[config.mk]
export PLATFORM = sky130hd
export DESIGN_NAME = seq_divider32_flat
export DESIGN_NICKNAME = d
export VERILOG_FILES = /design/src/rtl/arith_pkg.sv /design/src/rtl/seq_divider32_if.sv /design/src/rtl/addsub40.sv /design/src/rtl/seq_divider32.sv /design/src/flat_wrapper.sv
export SDC_FILE = /design/constraint.sdc
export NUM_CORES = 1
export LEC_CHECK = 0
export ABC_AREA = 1
export BUFFER_PORTS_ARGS = -buffer_cell sky130_fd_sc_hd__buf_2
export CAP_MARGIN = 40
export CORE_MARGIN = 5
export CORE_UTILIZATION = 45
export CTS_BUF_LIST = sky130_fd_sc_hd__clkbuf_8
export DETAILED_ROUTE_END_ITERATION = 8
export HOLD_SLACK_MARGIN = 0.02
export PLACE_DENSITY = 0.63
export SLEW_MARGIN = 5
export SYNTH_ARGS = -nofsm -noshare
export SYNTH_HDL_FRONTEND = slang
export SYNTH_SLANG_ARGS = --single-unit
[constraint.sdc]
create_clock -name clk -period 43.6 [get_ports clk]
set_input_delay 4.36 -clock clk [delete_from_list [all_inputs] [get_ports clk]]
set_output_delay 4.36 -clock clk [all_outputs]
set_load 0.005 [all_outputs]
[src/rtl/arith_pkg.sv]
// Shared arithmetic-unit definitions: divider FSM states and datapath widths.
package arith_pkg;

  // Divider control states
  typedef enum logic [1:0] {
    ST_IDLE = 2'd0,
    ST_RUN  = 2'd1,
    ST_DONE = 2'd2
  } div_state_t;

  // Width of the shared ripple add/subtract datapath
  localparam int ADDER_W   = 40;

  // Default operand width of the sequential divider
  localparam int DIV_WIDTH = 32;

endpackage

[src/rtl/seq_divider32_if.sv]
// Start/busy/done handshake and operand/result bus between issuing logic and the divider.
interface seq_divider32_if
  import arith_pkg::*;
#(
  parameter int WIDTH = DIV_WIDTH
);

  logic             start;
  logic [WIDTH-1:0] dividend;
  logic [WIDTH-1:0] divisor;
  logic             busy;
  logic             done;
  logic [WIDTH-1:0] quotient;
  logic [WIDTH-1:0] remainder;
  logic             div_by_zero;

  // Issuing logic side
  modport master (
    output start, dividend, divisor,
    input  busy, done, quotient, remainder, div_by_zero
  );

  // Divider side
  modport slave (
    input  start, dividend, divisor,
    output busy, done, quotient, remainder, div_by_zero
  );

endinterface

[src/rtl/addsub40.sv]
// 40-bit ripple-carry add/subtract built from a chain of full-adder cells.
// With sub=1 the b operand is inverted and the carry-in is 1, so sum = a - b
// and carry_out = 1 exactly when a >= b (unsigned).
module addsub40
  import arith_pkg::*;
(
  input  logic [ADDER_W-1:0] a,
  input  logic [ADDER_W-1:0] b,
  input  logic               sub,
  output logic [ADDER_W-1:0] sum,
  output logic               carry_out
);

  logic [ADDER_W:0]   carry;
  logic [ADDER_W-1:0] b_eff;

  assign b_eff    = b ^ {ADDER_W{sub}};
  assign carry[0] = sub;

  genvar gi;
  generate
    for (gi = 0; gi < ADDER_W; gi = gi + 1) begin : g_fa
      assign sum[gi]     = a[gi] ^ b_eff[gi] ^ carry[gi];
      assign carry[gi+1] = (a[gi] & b_eff[gi]) | (carry[gi] & (a[gi] ^ b_eff[gi]));
    end
  endgenerate

  assign carry_out = carry[ADDER_W];

endmodule

[src/rtl/seq_divider32.sv]
// Multi-cycle unsigned restoring divider, one quotient bit per clock.
// A divisor of zero skips the iterations and reports all-ones / dividend.
module seq_divider32
  import arith_pkg::*;
#(
  parameter int WIDTH = DIV_WIDTH,
  parameter int CNT_W = 6
)(
  input  logic             clk,
  input  logic             rst_n,
  seq_divider32_if.slave   bus
);

  localparam logic [1:0] S_IDLE = 2'(ST_IDLE);
  localparam logic [1:0] S_RUN  = 2'(ST_RUN);
  localparam logic [1:0] S_DONE = 2'(ST_DONE);

  logic [1:0]       state_reg;
  logic [WIDTH-1:0] q_reg;
  logic [WIDTH-1:0] d_reg;
  logic [WIDTH:0]   r_reg;
  logic [CNT_W-1:0] cnt_reg;
  logic             busy_reg;
  logic             done_reg;
  logic             dbz_reg;
  logic [WIDTH-1:0] quotient_reg;
  logic [WIDTH-1:0] remainder_reg;

  logic [WIDTH:0]     shifted;
  logic [ADDER_W-1:0] add_a;
  logic [ADDER_W-1:0] add_b;
  logic [ADDER_W-1:0] add_sum;
  logic               add_carry;
  logic [WIDTH:0]     r_next;
  logic [WIDTH-1:0]   q_next;
  logic               last_iter;
  logic               unused_bits;

  // Partial remainder shifted left by one, pulling in the next dividend bit
  assign shifted = {r_reg[WIDTH-1:0], q_reg[WIDTH-1]};
  assign add_a   = ADDER_W'(shifted);
  assign add_b   = ADDER_W'(d_reg);

  addsub40 u_addsub (
    .a         (add_a),
    .b         (add_b),
    .sub       (1'b1),
    .sum       (add_sum),
    .carry_out (add_carry)
  );

  // Carry-out set means the trial subtraction did not go negative
  assign r_next    = add_carry ? add_sum[WIDTH:0] : shifted;
  assign q_next    = {q_reg[WIDTH-2:0], add_carry};
  assign last_iter = (cnt_reg == CNT_W'(WIDTH - 1));

  // Upper adder bits and the partial-remainder MSB carry no information here
  assign unused_bits = ^{add_sum, r_reg[WIDTH]};

  // Control FSM, iteration datapath and registered results
  always_ff @(posedge clk or negedge rst_n) begin
    if (!rst_n) begin
      state_reg     <= S_IDLE;
      q_reg         <= '0;
      d_reg         <= '0;
      r_reg         <= '0;
      cnt_reg       <= '0;
      busy_reg      <= 1'b0;
      done_reg      <= 1'b0;
      dbz_reg       <= 1'b0;
      quotient_reg  <= '0;
      remainder_reg <= '0;
    end else begin
      case (state_reg)
        S_IDLE: begin
          if (bus.start) begin
            q_reg    <= bus.dividend;
            d_reg    <= bus.divisor;
            r_reg    <= '0;
            cnt_reg  <= '0;
            busy_reg <= 1'b1;
            if (bus.divisor == '0) begin
              state_reg     <= S_DONE;
              done_reg      <= 1'b1;
              dbz_reg       <= 1'b1;
              quotient_reg  <= '1;
              remainder_reg <= bus.dividend;
            end else begin
              state_reg <= S_RUN;
              dbz_reg   <= 1'b0;
            end
          end
        end
        S_RUN: begin
          r_reg   <= r_next;
          q_reg   <= q_next;
          cnt_reg <= cnt_reg + 1'b1;
          if (last_iter) begin
            state_reg     <= S_DONE;
            done_reg      <= 1'b1;
            quotient_reg  <= q_next;
            remainder_reg <= r_next[WIDTH-1:0];
          end
        end
        S_DONE: begin
          state_reg <= S_IDLE;
          done_reg  <= 1'b0;
          busy_reg  <= 1'b0;
        end
        default: begin
          state_reg <= S_IDLE;
          done_reg  <= 1'b0;
          busy_reg  <= 1'b0;
        end
      endcase
    end
  end

  assign bus.busy        = busy_reg;
  assign bus.done        = done_reg;
  assign bus.div_by_zero = dbz_reg;
  assign bus.quotient    = quotient_reg;
  assign bus.remainder   = remainder_reg;

endmodule

[src/flat_wrapper.sv]
// flat-port wrapper written by rule: the top's interface ports become plain ports
module seq_divider32_flat import arith_pkg::*;
#(
  parameter int WIDTH = DIV_WIDTH,
  parameter int CNT_W = 6
)
  (clk, rst_n, bus_start, bus_dividend, bus_divisor, bus_busy, bus_done, bus_quotient, bus_remainder, bus_div_by_zero);
  seq_divider32_if #(.WIDTH(WIDTH)) bus_i ();
  input  logic clk;
  input  logic rst_n;
  input wire logic [$bits(bus_i.start)-1:0] bus_start;
  input wire logic [$bits(bus_i.dividend)-1:0] bus_dividend;
  input wire logic [$bits(bus_i.divisor)-1:0] bus_divisor;
  output wire logic [$bits(bus_i.busy)-1:0] bus_busy;
  output wire logic [$bits(bus_i.done)-1:0] bus_done;
  output wire logic [$bits(bus_i.quotient)-1:0] bus_quotient;
  output wire logic [$bits(bus_i.remainder)-1:0] bus_remainder;
  output wire logic [$bits(bus_i.div_by_zero)-1:0] bus_div_by_zero;
  assign bus_i.start = bus_start;
  assign bus_i.dividend = bus_dividend;
  assign bus_i.divisor = bus_divisor;
  assign bus_busy = bus_i.busy;
  assign bus_done = bus_i.done;
  assign bus_quotient = bus_i.quotient;
  assign bus_remainder = bus_i.remainder;
  assign bus_div_by_zero = bus_i.div_by_zero;
  seq_divider32 #(.WIDTH(WIDTH), .CNT_W(CNT_W)) u_core (.clk(clk), .rst_n(rst_n), .bus(bus_i));
endmodule
==> qor.tcl <==
set qor(run_status) {complete, no violations}
set qor(routed-via-count) 6631
set qor(postPlaceCellArea_um2) 9270
set qor(critical_path.most_common_cell) {fa_1}
set qor(die_h_um) 147
set qor(timing.critical_path.fanout_max) 24
set qor(postCtsSetupRepairBufs) 0
set qor(die_area_um2) 21600
set qor(grt_first_pass_wirelength_um) 34800
set qor(layout-area-overhead-vs-synth_pct) 14.7
set qor(wl_um) 20900
set qor(drt_iter0_drc) 457
set qor(drive_above_1_share_pct) 17.1
set qor(timing.max_slew.rel_slack_pct) 48.4
set qor(fmax_ghz) 0.0632
set qor(grt_setup_unrepaired) {false}
set qor(worstPathArrival_ns) 16.24
set qor(ir_drop_v) 0.0000369
set qor(power.leakage_uw) 0.00495
set qor(place_hpwl_um) 14300
set qor(synthesized_nets) 1086
set qor(required_time_of_the_critical_path_ns) 44.00
set qor(tritonroute_pass_1_iters) 6
set qor(h_tree_depth) 4
set qor(vias_per_cell) 4.95
set qor(worst_slew_pin_slew_ns) 0.773
set qor(number_of_pins_exceeding_their_max_slew_limit_in_the_final_report) 0
set qor(sw_frac_of_total_pct) 46.2
set qor(syn-mean-instance-area_um2) 8.55
set qor(timing.critical_path.slowest_stage_cell) {fa_1}
set qor(design_area_um2) 9670
set qor(cp-end-kind) {register}
set qor(synth-seq-area-share_pct) 50.8
set qor(power_per_cell_area_nw_per_um2) 86.8
set qor(floorplan.io_pins) 134
set qor(clock-skew-final_ns) 0.0123
set qor(number_of_antenna_violations_at_the_first_check_in_global_routing) 0
set qor(syn-instance-count) 986
set qor(worst_path_largest_cell_delay_ns) 0.49
set qor(synth_top_cells_by_area) {dfrtp_1, nand2_1, fa_1}
set qor(place.port_buffers) 133
set qor(cts_tree) {done}
set qor(fin_crit_sh_pct) 36.3
set qor(setup-tns-final_ns) 0
set qor(num-nets-final) 1192
set qor(hp-class) {register to register}
set qor(global_route.usage.total_pct) 20.2
set qor(overflow_left_after_global_routing) 0
set qor(p_int_uw) 452
set qor(setup_viol) 0
set qor(finalWorstSetupSlack_ns) 27.77
set qor(worst_path_clk_slew_ns) 0.09
set qor(first_global_vias) 6607
set qor(routedWlPerCell_um) 15.6
set qor(post_synth_num_cell_types) 28
set qor(clock_tree.root_cell) {clkbuf_8}
set qor(post-place-ws_ns) 27.66
set qor(synth_largest_type_area_fraction_pct) 50.8
set qor(core_area_um2) 18600
set qor(cts_hold_buf) 0
set qor(tritoncts_sink_count) 171
set qor(drcViolationCount) 0
set qor(share_seq_of_total_power_pct) 32.9
set qor(yosys_warnings) 0
set qor(power_uw) 839
set qor(worst_skew_pair.late_latency_ns) 0.47
set qor(largest_net_degree_at_the_start_of_global_routing) 87
set qor(initial_core_util_pct) 45.4
set qor(critPathKind) {register to register}
set qor(power.net_switching_uw) 388
set qor(number_of_storage_elements_in_the_synthesis_netlist) 171
set qor(maximum_root_to_sink_buffer_count) 2
set qor(fp.dieW_um) 147
set qor(maxCapViolations) 0
set qor(combinationalPowerShare_pct) 53.4
set qor(mappedNetlistArea_um2) 8430
set qor(hold_violations_final) 0
set qor(post_cts_resize_count) 0
set qor(critPathLaunchType) {register}
set qor(post-route-util_pct) 52.0
set qor(portion_of_total_power_attributed_to_the_clock_network_pct) 13.7
set qor(num_antenna_cells) 0
set qor(place.gp.congestion) 0.779
set qor(cts_inserted_buffers) 17
set qor(layout_min_cycle_time_ns) 15.83
set qor(antenna_violating_nets_post_route) 0
set qor(synth_top_cell_by_area) {dfrtp_1}
set qor(rows) 50
cell usage in the layout, fill, tap and decap left out:
cell type,n
nor2_2,1
dfrtp_1,171
fa_1,31
clkinv_4,6
buf_6,1
bufinv_16,2
o21ai_0,91
nor2_4,1
o21ai_1,4
ha_1,2
xor2_1,1
o21ai_4,1
inv_6,3
xnor2_1,1
buf_12,1
a21oi_1,8
buf_2,132
clkbuf_8,17
or2_2,1
nand3_1,66
a21boi_0,1
inv_1,103
a22o_1,1
o221ai_1,2
nor2_8,2
nand2_2,4
o22ai_1,3
clkinvlp_4,4
buf_16,3
nand2_1,349
buf_4,6
o211ai_1,50
inv_2,4
nor2_1,32
critical path, delay by kind of cell (launching register included):
| family | cells | cell delay (ns) |
|---|---|---|
| flip-flops | 1 | 0.39 |
| AO/OA/AOI/OAI | 1 | 0.11 |
| adder cells (fa/ha/maj) | 32 | 13.86 |
| AND/OR/NAND/NOR | 5 | 0.81 |
| buffers and inverters | 4 | 0.59 |
worst paths after layout:
| kind | from | to | slack (ns) | cells after the start |
|---|---|---|---|---|
| setup reg to reg | u_core.q_reg[31] | u_core.bus.remainder[12] | 27.77 | 42 |
| hold / removal | u_core.bus.quotient[22] | u_core.bus.quotient[22] | 0.47 | 2 |
| max in group asynchronous | rst_n | u_core.bus.quotient[30] | 39.10 | 3 |
| hold reg to reg | u_core.bus.quotient[22] | u_core.bus.quotient[22] | 0.47 | 2 |
| setup / recovery | u_core.q_reg[31] | u_core.bus.remainder[12] | 27.77 | 42 |
| min in group asynchronous | rst_n | u_core.d_reg[10] | 3.69 | 1 |
metrics by stage:
step | cells | hold slack [ns]
global placement | 1303 | 0.451
CTS | 1339 | 0.476
global route | 1339 | 0.490
floorplan | 986 | 0.448
detailed placement | 1307 | 0.453
finish | 1339 | 0.471
power groups by stage:
stage	Clock (uW)	Sequential (uW)	Combinational [uW]
6_report	115	276	448
5_1_grt	125	286	524
4_1_cts	117	276	456
3_5_place_dp	0	279	454
3_3_place_gp	0	278	437
2_1_floorplan	0	276	332
area by class of cell:
class,count,area [um2]
fillers,1817,8910
flip-flops and latches,171,4280
multi-input cells,652,3470
repair buffers,143,820
inverters,107,402
well taps,234,293
clock buffers,17,234
clock inverters,15,169
routing by layer:
layer  up-vias  global-route usage, %  share of wire [%]
li1       3331                      -                  -
met1      3124                   30.7                 50
met2       149                   29.6                 43
met3        27                   4.41                5.3
met4         0                   4.75                1.4
met5         -                      0                  0
cells by family (layout without fill, tap and decap cells):
logic type | Yosys count | in the layout | share of synthesized area [%]
and+or+nand+nor | 456 | 456 | 21.8
xor gates and xnor gates | 2 | 2 | 0.208
adders and majority gates | 33 | 33 | 7.66
DFF | 171 | 171 | 50.8
buffers and inverters | 163 | 282 | 8.25
AOI/OAI and AO/OA | 161 | 161 | 11.3
synth_stat cells:
library cell,instances
a21boi_0,1
a21oi_1,8
a22o_1,1
buf_1,2
buf_2,16
buf_4,9
buf_6,4
clkbuf_1,25
dfrtp_1,171
fa_1,31
ha_1,2
inv_1,103
inv_2,4
nand2_1,351
nand2_2,2
nand3_1,66
nor2_1,32
nor2_2,2
nor2_8,2
o211ai_1,50
o21ai_0,91
o21ai_1,4
o21ai_2,1
o221ai_1,2
o22ai_1,3
or2_2,1
xnor2_1,1
xor2_1,1
No activity file was read; power rests on OpenSTA's default activity.
